[src/rtl/trap_arbiter_pkg.sv]
// trap_arbiter_pkg: cause codes, widths and FSM states shared by the trap arbiter
package trap_pkg;
  localparam int CODE_W = 4;
  localparam logic [CODE_W-1:0] INSTR_MISALIGNED = 4'd0;
  localparam logic [CODE_W-1:0] ILLEGAL = 4'd2;
  localparam logic [CODE_W-1:0] LOAD_FAULT = 4'd5;
  localparam logic [CODE_W-1:0] STORE_FAULT = 4'd7;
  localparam logic [CODE_W-1:0] ECALL_M = 4'd11;
  localparam logic [CODE_W-1:0] MSI = 4'd3;
  localparam logic [CODE_W-1:0] MTI = 4'd7;
  localparam logic [CODE_W-1:0] MEI = 4'd11;
  localparam logic [CODE_W-1:0] SEI = 4'd9;
  typedef enum logic {ST_IDLE, ST_HANDLER} state_t;
endpackage

[src/rtl/trap_arbiter_if.sv]
// trap_arbiter_if: fault/interrupt sources in, trap request and mip view out
interface trap_arbiter_if #(
  parameter int XLEN = 64,
  parameter int CODE_W = trap_pkg::CODE_W,
  parameter int N_EXC = 5,
  parameter int N_IRQ = 4
);
  logic [N_EXC-1:0] exc_en_i;
  logic [N_EXC*CODE_W-1:0] exc_code_i;
  logic [N_EXC*XLEN-1:0] exc_val_i;
  logic [N_IRQ-1:0] irq_in;
  logic [N_IRQ-1:0] irq_mask;
  logic global_ie;
  logic [N_IRQ-1:0] irq_clr;
  logic trap_taken;
  logic mret;
  logic exc_en;
  logic [CODE_W-1:0] exc_code;
  logic [XLEN-1:0] exc_val;
  logic irq_en;
  logic [CODE_W-1:0] irq_code;
  logic [XLEN-1:0] irq_val;
  logic [N_IRQ-1:0] irq_pending;
  logic in_handler;
  modport master (
    output exc_en_i, exc_code_i, exc_val_i, irq_in, irq_mask, global_ie, irq_clr, trap_taken, mret,
    input exc_en, exc_code, exc_val, irq_en, irq_code, irq_val, irq_pending, in_handler
  );
  modport slave (
    input exc_en_i, exc_code_i, exc_val_i, irq_in, irq_mask, global_ie, irq_clr, trap_taken, mret,
    output exc_en, exc_code, exc_val, irq_en, irq_code, irq_val, irq_pending, in_handler
  );
endinterface

[src/rtl/trap_arbiter_prio_enc.sv]
// prio_enc: lowest-index-first priority encoder
module prio_enc #(
  parameter int N = 4,
  localparam int W = N > 1 ? $clog2(N) : 1
) (
  input  logic [N-1:0] req,
  output logic valid,
  output logic [W-1:0] idx
);
  always_comb begin
    valid = |req;
    idx = '0;
    for (int i = N - 1; i >= 0; i--) idx = req[i] ? W'(i) : idx;
  end
endmodule

[src/rtl/trap_arbiter.sv]
// trap_arbiter: combinational exception select plus registered, masked interrupt
// arbitration that is blocked between trap entry and mret
module trap_arbiter import trap_pkg::*; #(
  parameter int XLEN = 64,
  parameter int CODE_W = trap_pkg::CODE_W,
  parameter int N_EXC = 5,
  parameter int N_IRQ = 4,
  parameter logic [N_IRQ-1:0] IRQ_EDGE = '0,
  parameter logic [N_IRQ*CODE_W-1:0] IRQ_CODES = 16'h937B
) (
  input logic clk,
  input logic rst,
  trap_arbiter_if.slave bus
);
  localparam int EW = N_EXC > 1 ? $clog2(N_EXC) : 1;
  localparam int IW = N_IRQ > 1 ? $clog2(N_IRQ) : 1;
  state_t r_state, w_state_n;
  logic [N_IRQ-1:0] r_pend, r_irq_q, w_pend_n, w_elig, w_take;
  logic w_exc_v, w_irq_v, w_irq_en;
  logic [EW-1:0] w_exc_idx;
  logic [IW-1:0] w_irq_idx;
  assign w_elig = r_pend & bus.irq_mask;
  prio_enc #(.N(N_EXC)) u_exc (.req(bus.exc_en_i), .valid(w_exc_v), .idx(w_exc_idx));
  prio_enc #(.N(N_IRQ)) u_irq (.req(w_elig), .valid(w_irq_v), .idx(w_irq_idx));
  // synchronous exceptions always pre-empt an interrupt request
  assign w_irq_en = (r_state == ST_IDLE) && bus.global_ie && w_irq_v && !w_exc_v;
  always_comb begin
    bus.exc_en = w_exc_v;
    bus.exc_code = w_exc_v ? bus.exc_code_i[w_exc_idx*CODE_W +: CODE_W] : '0;
    bus.exc_val = w_exc_v ? bus.exc_val_i[w_exc_idx*XLEN +: XLEN] : '0;
    bus.irq_en = w_irq_en;
    bus.irq_code = w_irq_en ? IRQ_CODES[w_irq_idx*CODE_W +: CODE_W] : '0;
    bus.irq_val = '0;
    bus.irq_pending = r_pend;
    bus.in_handler = r_state == ST_HANDLER;
    w_take = (bus.trap_taken && w_irq_en) ? N_IRQ'(1) << w_irq_idx : '0;
    // edge lines: a new rising edge beats any clear in the same cycle
    w_pend_n = (IRQ_EDGE & ((bus.irq_in & ~r_irq_q) | (r_pend & ~(bus.irq_clr | w_take))))
             | (~IRQ_EDGE & bus.irq_in);
  end
  always_comb begin
    w_state_n = r_state;
    if (r_state == ST_IDLE) w_state_n = bus.trap_taken ? ST_HANDLER : ST_IDLE;
    else w_state_n = (bus.mret && !bus.trap_taken) ? ST_IDLE : ST_HANDLER;
  end
  always_ff @(posedge clk or posedge rst)
    if (rst) begin
      r_state <= ST_IDLE;
      r_pend <= '0;
      r_irq_q <= '0;
    end else begin
      r_state <= w_state_n;
      r_pend <= w_pend_n;
      r_irq_q <= bus.irq_in;
    end
endmodule

[src/flat_wrapper.sv]
// flat-port wrapper written by rule: the top's interface ports become plain ports
module trap_arbiter_flat import trap_pkg::*;
#(
  parameter int XLEN = 64,
  parameter int CODE_W = trap_pkg::CODE_W,
  parameter int N_EXC = 5,
  parameter int N_IRQ = 4,
  parameter logic [N_IRQ-1:0] IRQ_EDGE = '0,
  parameter logic [N_IRQ*CODE_W-1:0] IRQ_CODES = 16'h937B
)
  (clk, rst, bus_exc_en_i, bus_exc_code_i, bus_exc_val_i, bus_irq_in, bus_irq_mask, bus_global_ie, bus_irq_clr, bus_trap_taken, bus_mret, bus_exc_en, bus_exc_code, bus_exc_val, bus_irq_en, bus_irq_code, bus_irq_val, bus_irq_pending, bus_in_handler);
  trap_arbiter_if #(.XLEN(XLEN), .CODE_W(CODE_W), .N_EXC(N_EXC), .N_IRQ(N_IRQ)) bus_i ();
  input logic clk;
  input logic rst;
  input wire logic [$bits(bus_i.exc_en_i)-1:0] bus_exc_en_i;
  input wire logic [$bits(bus_i.exc_code_i)-1:0] bus_exc_code_i;
  input wire logic [$bits(bus_i.exc_val_i)-1:0] bus_exc_val_i;
  input wire logic [$bits(bus_i.irq_in)-1:0] bus_irq_in;
  input wire logic [$bits(bus_i.irq_mask)-1:0] bus_irq_mask;
  input wire logic [$bits(bus_i.global_ie)-1:0] bus_global_ie;
  input wire logic [$bits(bus_i.irq_clr)-1:0] bus_irq_clr;
  input wire logic [$bits(bus_i.trap_taken)-1:0] bus_trap_taken;
  input wire logic [$bits(bus_i.mret)-1:0] bus_mret;
  output wire logic [$bits(bus_i.exc_en)-1:0] bus_exc_en;
  output wire logic [$bits(bus_i.exc_code)-1:0] bus_exc_code;
  output wire logic [$bits(bus_i.exc_val)-1:0] bus_exc_val;
  output wire logic [$bits(bus_i.irq_en)-1:0] bus_irq_en;
  output wire logic [$bits(bus_i.irq_code)-1:0] bus_irq_code;
  output wire logic [$bits(bus_i.irq_val)-1:0] bus_irq_val;
  output wire logic [$bits(bus_i.irq_pending)-1:0] bus_irq_pending;
  output wire logic [$bits(bus_i.in_handler)-1:0] bus_in_handler;
  assign bus_i.exc_en_i = bus_exc_en_i;
  assign bus_i.exc_code_i = bus_exc_code_i;
  assign bus_i.exc_val_i = bus_exc_val_i;
  assign bus_i.irq_in = bus_irq_in;
  assign bus_i.irq_mask = bus_irq_mask;
  assign bus_i.global_ie = bus_global_ie;
  assign bus_i.irq_clr = bus_irq_clr;
  assign bus_i.trap_taken = bus_trap_taken;
  assign bus_i.mret = bus_mret;
  assign bus_exc_en = bus_i.exc_en;
  assign bus_exc_code = bus_i.exc_code;
  assign bus_exc_val = bus_i.exc_val;
  assign bus_irq_en = bus_i.irq_en;
  assign bus_irq_code = bus_i.irq_code;
  assign bus_irq_val = bus_i.irq_val;
  assign bus_irq_pending = bus_i.irq_pending;
  assign bus_in_handler = bus_i.in_handler;
  trap_arbiter #(.XLEN(XLEN), .CODE_W(CODE_W), .N_EXC(N_EXC), .N_IRQ(N_IRQ), .IRQ_EDGE(IRQ_EDGE), .IRQ_CODES(IRQ_CODES)) u_core (.clk(clk), .rst(rst), .bus(bus_i));
endmodule
[config.mk]
export PLATFORM = sky130hd
export DESIGN_NAME = trap_arbiter_flat
export DESIGN_NICKNAME = d
export VERILOG_FILES = /design/src/rtl/trap_arbiter_pkg.sv /design/src/rtl/trap_arbiter_if.sv /design/src/rtl/trap_arbiter_prio_enc.sv /design/src/rtl/trap_arbiter.sv /design/src/flat_wrapper.sv
export SDC_FILE = /design/constraint.sdc
export NUM_CORES = 1
export LEC_CHECK = 0
export ABC_CLOCK_PERIOD_IN_PS = 2400
export CORE_AREA = 3 3 193 195
export DETAILED_ROUTE_END_ITERATION = 12
export DIE_AREA = 0 0 196 198
export PLACE_DENSITY = 0.53
export SLEW_MARGIN = 10
export SYNTH_ARGS = -nofsm -noshare
export SYNTH_HDL_FRONTEND = slang
export SYNTH_SLANG_ARGS = --single-unit
[constraint.sdc]
create_clock -name clk -period 2.4 [get_ports clk]
set_input_delay 0.24 -clock clk [delete_from_list [all_inputs] [get_ports clk]]
set_output_delay 0.24 -clock clk [all_outputs]
set_load 0.02 [all_outputs]
==> results of run 1 <==
[cell usage after synthesis (all sizes together)]
cell type  count
a21oi        157
buf           97
nor2          94
nand2         53
a22o          46
o22ai         46
and2          45
a221oi        44
clkbuf        37
inv           28
dfrtp          5
nand2b         3
nand3          2
o21ai          2
a21boi         1
a21o           1
a22oi          1
and4           1
conb           1
ha             1
nor2b          1
nor4b          1
or3            1
or4            1
[final timing paths]
check / end / slack [ns] / from
hold reg to reg: u_core.bus.in_handler / 0.58 / u_core.bus.in_handler
max in group asynchronous: u_core.bus.irq_pending[2] / 2.01 / rst
setup reg to reg: u_core.bus.in_handler / 1.70 / u_core.bus.in_handler
min in group clk: u_core.bus.irq_pending[1] / 0.45 / bus_irq_in[1]
setup / recovery: bus_exc_val[3] / 0.02 / bus_exc_en_i[3]
hold / removal: u_core.bus.in_handler / 0.22 / rst
[layer usage]
metal,wire [um],up-vias
met5,0,-
met3,1979,44
met2,13790,334
met4,920,0
li1,-,3111
met1,9814,2899
[cells by family after synthesis]
family          share of synthesized area (%)
fa+ha+maj                              0.3229
simple gates                            23.90
buf+inv                                 23.55
compound gates                          48.90
other cells                           0.09681
flops                                   3.230
[stage by stage]
step	power [mW]	utilization (%)	hold WS (ns)	instance area, um2	setup slack, ns
3_5_place_dp	1.890	24.71	0.4548	8790	-0.3991
2_1_floorplan	0.8956	-	0.01852	4110	0.4879
5_1_grt	2.221	24.56	0.2496	8735	-0.01017
3_3_place_gp	1.886	24.71	0.4504	8790	-0.3860
4_1_cts	2.126	24.95	0.2215	8874	-0.001981
6_report	2.087	24.56	0.2154	8735	0.02429
[timing repair]
item | in CTS | in global routing
resized for setup | 184 | 64
pin swaps | 2 | 4
endpoints found under the setup margin | 73 | 71
gates cloned | 0 | 1
[sequential cells by signal (all words and copies together), names as in the netlist]
signal	count
u_core.bus.irq_pending	4
u_core.bus.in_handler	1
[where the power goes]
group / total [mW] / internal [mW] / switching [mW]
Sequential: 0.0944 / 0.0894 / 0.00492
Clock: 0.279 / 0.221 / 0.0583
Combinational: 1.71 / 0.910 / 0.803
Total: 2.09 / 1.22 / 0.867
[cell usage in the layout (no fill, tap or decap), types with 12 or more instances in the layout]
| cell type | count |
|---|---|
| clkbuf_2 | 23 |
| buf_12 | 17 |
| a21oi_1 | 145 |
| a22o_1 | 46 |
| nor2_1 | 92 |
| clkdlybuf4s15_2 | 16 |
| a221oi_1 | 44 |
| clkdlybuf4s50_1 | 359 |
| inv_1 | 28 |
| o22ai_1 | 44 |
| and2_1 | 45 |
| buf_4 | 32 |
| a21oi_2 | 12 |
| buf_2 | 26 |
| nand2_1 | 52 |
| conb_1 | 64 |
[layout make-up]
type | count | area [um2] | share of cell area, %
Sequential cell | 5 | 125.1 | 1.432
Inverter | 28 | 105.1 | 1.203
Tap cell | 461 | 576.8 | 6.604
Clock buffer | 4 | 78.83 | 0.9024
Timing Repair Buffer | 481 | 4688 | 53.67
Multi-Input combinational cell | 565 | 3161 | 36.18
==> impl_metrics.json, run 1 <==
{
  "finalHoldViolations": 0,
  "worst-path-stages": 8,
  "top_usage_layer": "met2",
  "finalSetupTns_ns": 0,
  "grtUsageMet1_pct": 13.14,
  "ys_warn_count": 0,
  "cts_root_buf": "clkbuf_16",
  "min_period_ns": 2.376,
  "status": "finished, final reports clean",
  "netlist_top_cells_area": "a21oi_1 (20%), buf_4 (13%), a22o_1 (10%), a221oi_1 (9.9%), nor2_1 (9.0%)",
  "crit_type": "in -> out",
  "slowest_delay_ns": 0.54,
  "synth-seq-cells": 5,
  "vias": 6388,
  "arrival_ns": 2.14,
  "n_fill_cell": 3971,
  "grt_pass1_vias": 6288,
  "fin_skew_ns": 0,
  "numClockSinks": 5,
  "grt.total_usage_pct": 12.02,
  "crit_fanout": 11,
  "rsz0062_at_grt": "true",
  "tightest_slew_ns": 0.5209,
  "synth-seq-area-share_pct": 3.230,
  "syn_to_final_growth_pct": 125.5,
  "maxSlewViolCount": 0,
  "placedCellCount": 1539,
  "cts_buffers": 3,
  "dpl.hpwl_um": 21400,
  "p_leak_nw": 3.531,
  "ant_nets": 0,
  "reg2reg_depth": 1,
  "synth_top_area_cell": "a21oi_1",
  "fin_crit_sh_pct": 98.99,
  "critPathCaptureType": "output port",
  "avgSynthCellArea_um2": 5.790,
  "gr-usage-met2_pct": 23.52,
  "initial_utilization_pct": 10.89,
  "fin_nets": 1447,
  "post-cts-setup-buffers": 0,
  "path_cells": "clkdlybuf4s50_1 -> or4_4 -> nor2_4 -> buf_12 -> buf_4 -> a221oi_1 -> nor2_1 -> buf_4",
  "drt_iter0_markers": 199,
  "critPathLaunchType": "input pin",
  "place.gp.congestion": 0.8399,
  "cts_tree": "built",
  "hold_class": "in -> async",
  "rows": 69,
  "cap_violations": 0,
  "synth_top_area_share_pct": 20.28,
  "layout-drive-gt1-share_pct": 12.93,
  "cp.required_ns": 2.16,
  "h-tree-depth": 1,
  "synth.cell_area_um2": 3874,
  "power.density_nw_per_um2": 238.9,
  "cpLargestDelayFamily": "buffers and inverters",
  "io_pins": 505,
  "fin_cells": 1544,
  "grt_pass1_wl_um": 36830,
  "path_clk_slew_ns": 0.03,
  "synth.distinct_cells": 28,
  "slew_headroom_pct": 65.27,
  "syn-instance-count": 669,
  "chipWidth_um": 196,
  "postCtsHoldBufs": 0,
  "clockBufferDepth": 2,
  "routedWlPerCell_um": 17.17,
  "met3_usage_pct": 2.110,
  "viasPerCell": 4.137,
  "timing.critical_path.buf_inv": 4,
  "path_common_cell": "buf_4",
  "antenna_found_initial": 0,
  "fp.dieH_um": 198,
  "finalSetupViolations": 0,
  "io_buffers": 436,
  "ir_drop_mv": 0.1909,
  "grt_overflow": 0,
  "clock_latency_ns": 0.23,
  "antenna_cells": 0,
  "cpMaxStageDelayCell": "or4_4",
  "firstDrtPassIters": 4,
  "die_area_um2": 38810,
  "core_area_um2": 35570,
  "drc": 0,
  "max_freq_mhz": 420.9,
  "grt_max_degree": 62,
  "routed_wl_um": 26510
}
(Power assumes the default switching activity.)
==> run 2: changes to the inputs <==
--- a/config.mk
+++ b/config.mk
@@ -5,10 +5,10 @@
 export SDC_FILE = /design/constraint.sdc
 export NUM_CORES = 1
 export LEC_CHECK = 0
-export ABC_CLOCK_PERIOD_IN_PS = 2400
-export CORE_AREA = 3 3 193 195
+export ABC_CLOCK_PERIOD_IN_PS = 2000
+export CORE_AREA = 3 3 197 199
 export DETAILED_ROUTE_END_ITERATION = 12
-export DIE_AREA = 0 0 196 198
+export DIE_AREA = 0 0 200 202
 export PLACE_DENSITY = 0.53
 export SLEW_MARGIN = 10
 export SYNTH_ARGS = -nofsm -noshare
==> constraint.sdc (replaced) <==
create_clock -name clk -period 2 [get_ports clk]
set_input_delay 0.2 -clock clk [delete_from_list [all_inputs] [get_ports clk]]
set_output_delay 0.2 -clock clk [all_outputs]
set_load 0.02 [all_outputs]
==> impl_metrics.json, run 2 (same netlist as run 1, synthesis figures left out) <==
{
  "tightest_slew_ns": 0.5150,
  "p_leak_nw": 3.682,
  "fin_crit_sh_pct": 97.14,
  "crit_type": "in -> out",
  "initial_utilization_pct": 10.36,
  "ant_nets": 0,
  "arrival_ns": 1.74,
  "cts_buffers": 3,
  "postCtsHoldBufs": 0,
  "mostFrequentLayoutCell": "clkdlybuf4s50_1",
  "cts_root_buf": "clkbuf_16",
  "power.density_nw_per_um2": 283.6,
  "largest_reg_flops": 4,
  "io_buffers": 436,
  "finalSetupViolations": 0,
  "chipWidth_um": 200,
  "routed_wl_um": 27390,
  "core_area_um2": 37400,
  "finalHoldViolations": 0,
  "finalSetupTns_ns": 0,
  "final_cell_mix": "clkdlybuf4s50_1 (357), a21oi_1 (153), nor2_1 (92)",
  "slew_headroom_pct": 65.67,
  "firstDrtPassIters": 4,
  "max_freq_mhz": 514.7,
  "path_clk_slew_ns": 0.03,
  "path_common_cell": "buf_12",
  "drt_iter0_markers": 199,
  "fin_nets": 1471,
  "dpl.hpwl_um": 22770,
  "cap_violations": 0,
  "io_pins": 505,
  "place.gp.congestion": 0.8347,
  "critPathCaptureType": "output port",
  "vias": 6477,
  "drc": 0,
  "numClockSinks": 5,
  "die_area_um2": 40400,
  "grt_max_degree": 55,
  "grt_pass1_vias": 6696,
  "clock_latency_ns": 0.23,
  "h-tree-depth": 1,
  "slowest_delay_ns": 0.54,
  "post-route-util_pct": 24.40,
  "fp.dieH_um": 202,
  "crit_fanout": 6,
  "ir_drop_mv": 0.2218,
  "cts_tree": "built",
  "stdcell_area_um2": 9125,
  "path_cells": "buf_12 -> or4_4 -> nor2_4 -> buf_12 -> buf_16 -> a221oi_1 -> nor2_1 -> clkdlybuf4s15_1",
  "viasPerCell": 4.001,
  "grt_overflow": 0,
  "layout-drive-gt1-share_pct": 14.54,
  "min_period_ns": 1.943,
  "postPlaceCellArea_um2": 8962,
  "rows": 71,
  "cpMaxStageDelayCell": "or4_4",
  "maxSlewViolCount": 0,
  "grt.total_usage_pct": 12.09,
  "rsz0062_at_grt": "false",
  "reg2reg_slack_ns": 1.28,
  "antenna_found_initial": 2,
  "fin_skew_ns": 0,
  "grt_pass1_wl_um": 38390,
  "hold_class": "in -> async",
  "clockBufferDepth": 2,
  "total_power_mw": 2.588,
  "cp.required_ns": 1.80,
  "timing.critical_path.buf_inv": 4,
  "status": "finished, final reports clean",
  "syn_to_final_growth_pct": 135.6,
  "cpLargestDelayFamily": "simple AND/OR/NAND/NOR gates",
  "routedWlPerCell_um": 16.92,
  "critPathLaunchType": "input pin"
}
## run 2: cell types whose count changed in the layout (fill, tap and decap cells not counted), moves of 3 or more
cell,change
a21oi_1,+8
a21oi_2,-8
buf_16,+3
buf_2,+3
buf_4,+23
buf_6,+7
clkbuf_2,-21
clkdlybuf4s15_2,+14
dlygate4sd2_1,-4
## run 2: path summary, 6_finish.rpt
kind                       cells after the start                   endpoint                  start
setup / recovery                               8            bus_exc_val[13]        bus_exc_en_i[2]
min in group clk                               1  u_core.bus.irq_pending[2]          bus_irq_in[2]
setup reg to reg                               1      u_core.bus.in_handler  u_core.bus.in_handler
hold / removal                                 2  u_core.bus.irq_pending[3]                    rst
hold reg to reg                                1      u_core.bus.in_handler  u_core.bus.in_handler
max in group asynchronous                      2      u_core.bus.in_handler                    rst
## run 2: routing by layer
metal | wire length, um | part of all wire, % | global-route usage [%] | vias up
met1 | 10070 | 37 | 12.93 | 2956
met3 | 2543 | 9.3 | 2.617 | 28
met2 | 14410 | 53 | 24.14 | 332
li1 | - | - | - | 3159
met4 | 356 | 1.3 | 1.969 | 2
met5 | 13 | 0.047 | 0 | -
## run 2: power breakdown
group | switching (mW) | internal, mW
Sequential | 0.00559 | 0.107
Combinational | 0.976 | 1.17
Clock | 0.0693 | 0.265
Total | 1.05 | 1.54
## run 2: layout make-up
class | instances | area [um2]
multi-input combinational | 565 | 3124
fill | 4181 | 28270
inverter | 28 | 105.1
antenna | 1 | 2.502
clock buffer | 4 | 78.83
timing repair buffer | 505 | 5050
sequential | 5 | 125.1
tap | 511 | 639.4
## run 2: stage by stage
step	setup WS, ns	hold WS (ns)	std cells
floorplan	0.1679	-0.02148	732
global placement	-0.6742	0.4194	1605
detailed placement	-0.6844	0.4342	1605
CTS	-0.03312	0.1939	1619
global route	0.001402	0.2168	1619
finish	0.05722	0.1833	1619
## run 2: what timing repair did
| item | CTS | global route |
|---|---|---|
| pin swaps | 11 | 3 |
| setup endpoints to repair | 74 | 50 |
| setup buffers | 6 | 0 |
| gates resized for setup | 290 | 5 |
| cloned | 4 | 0 |
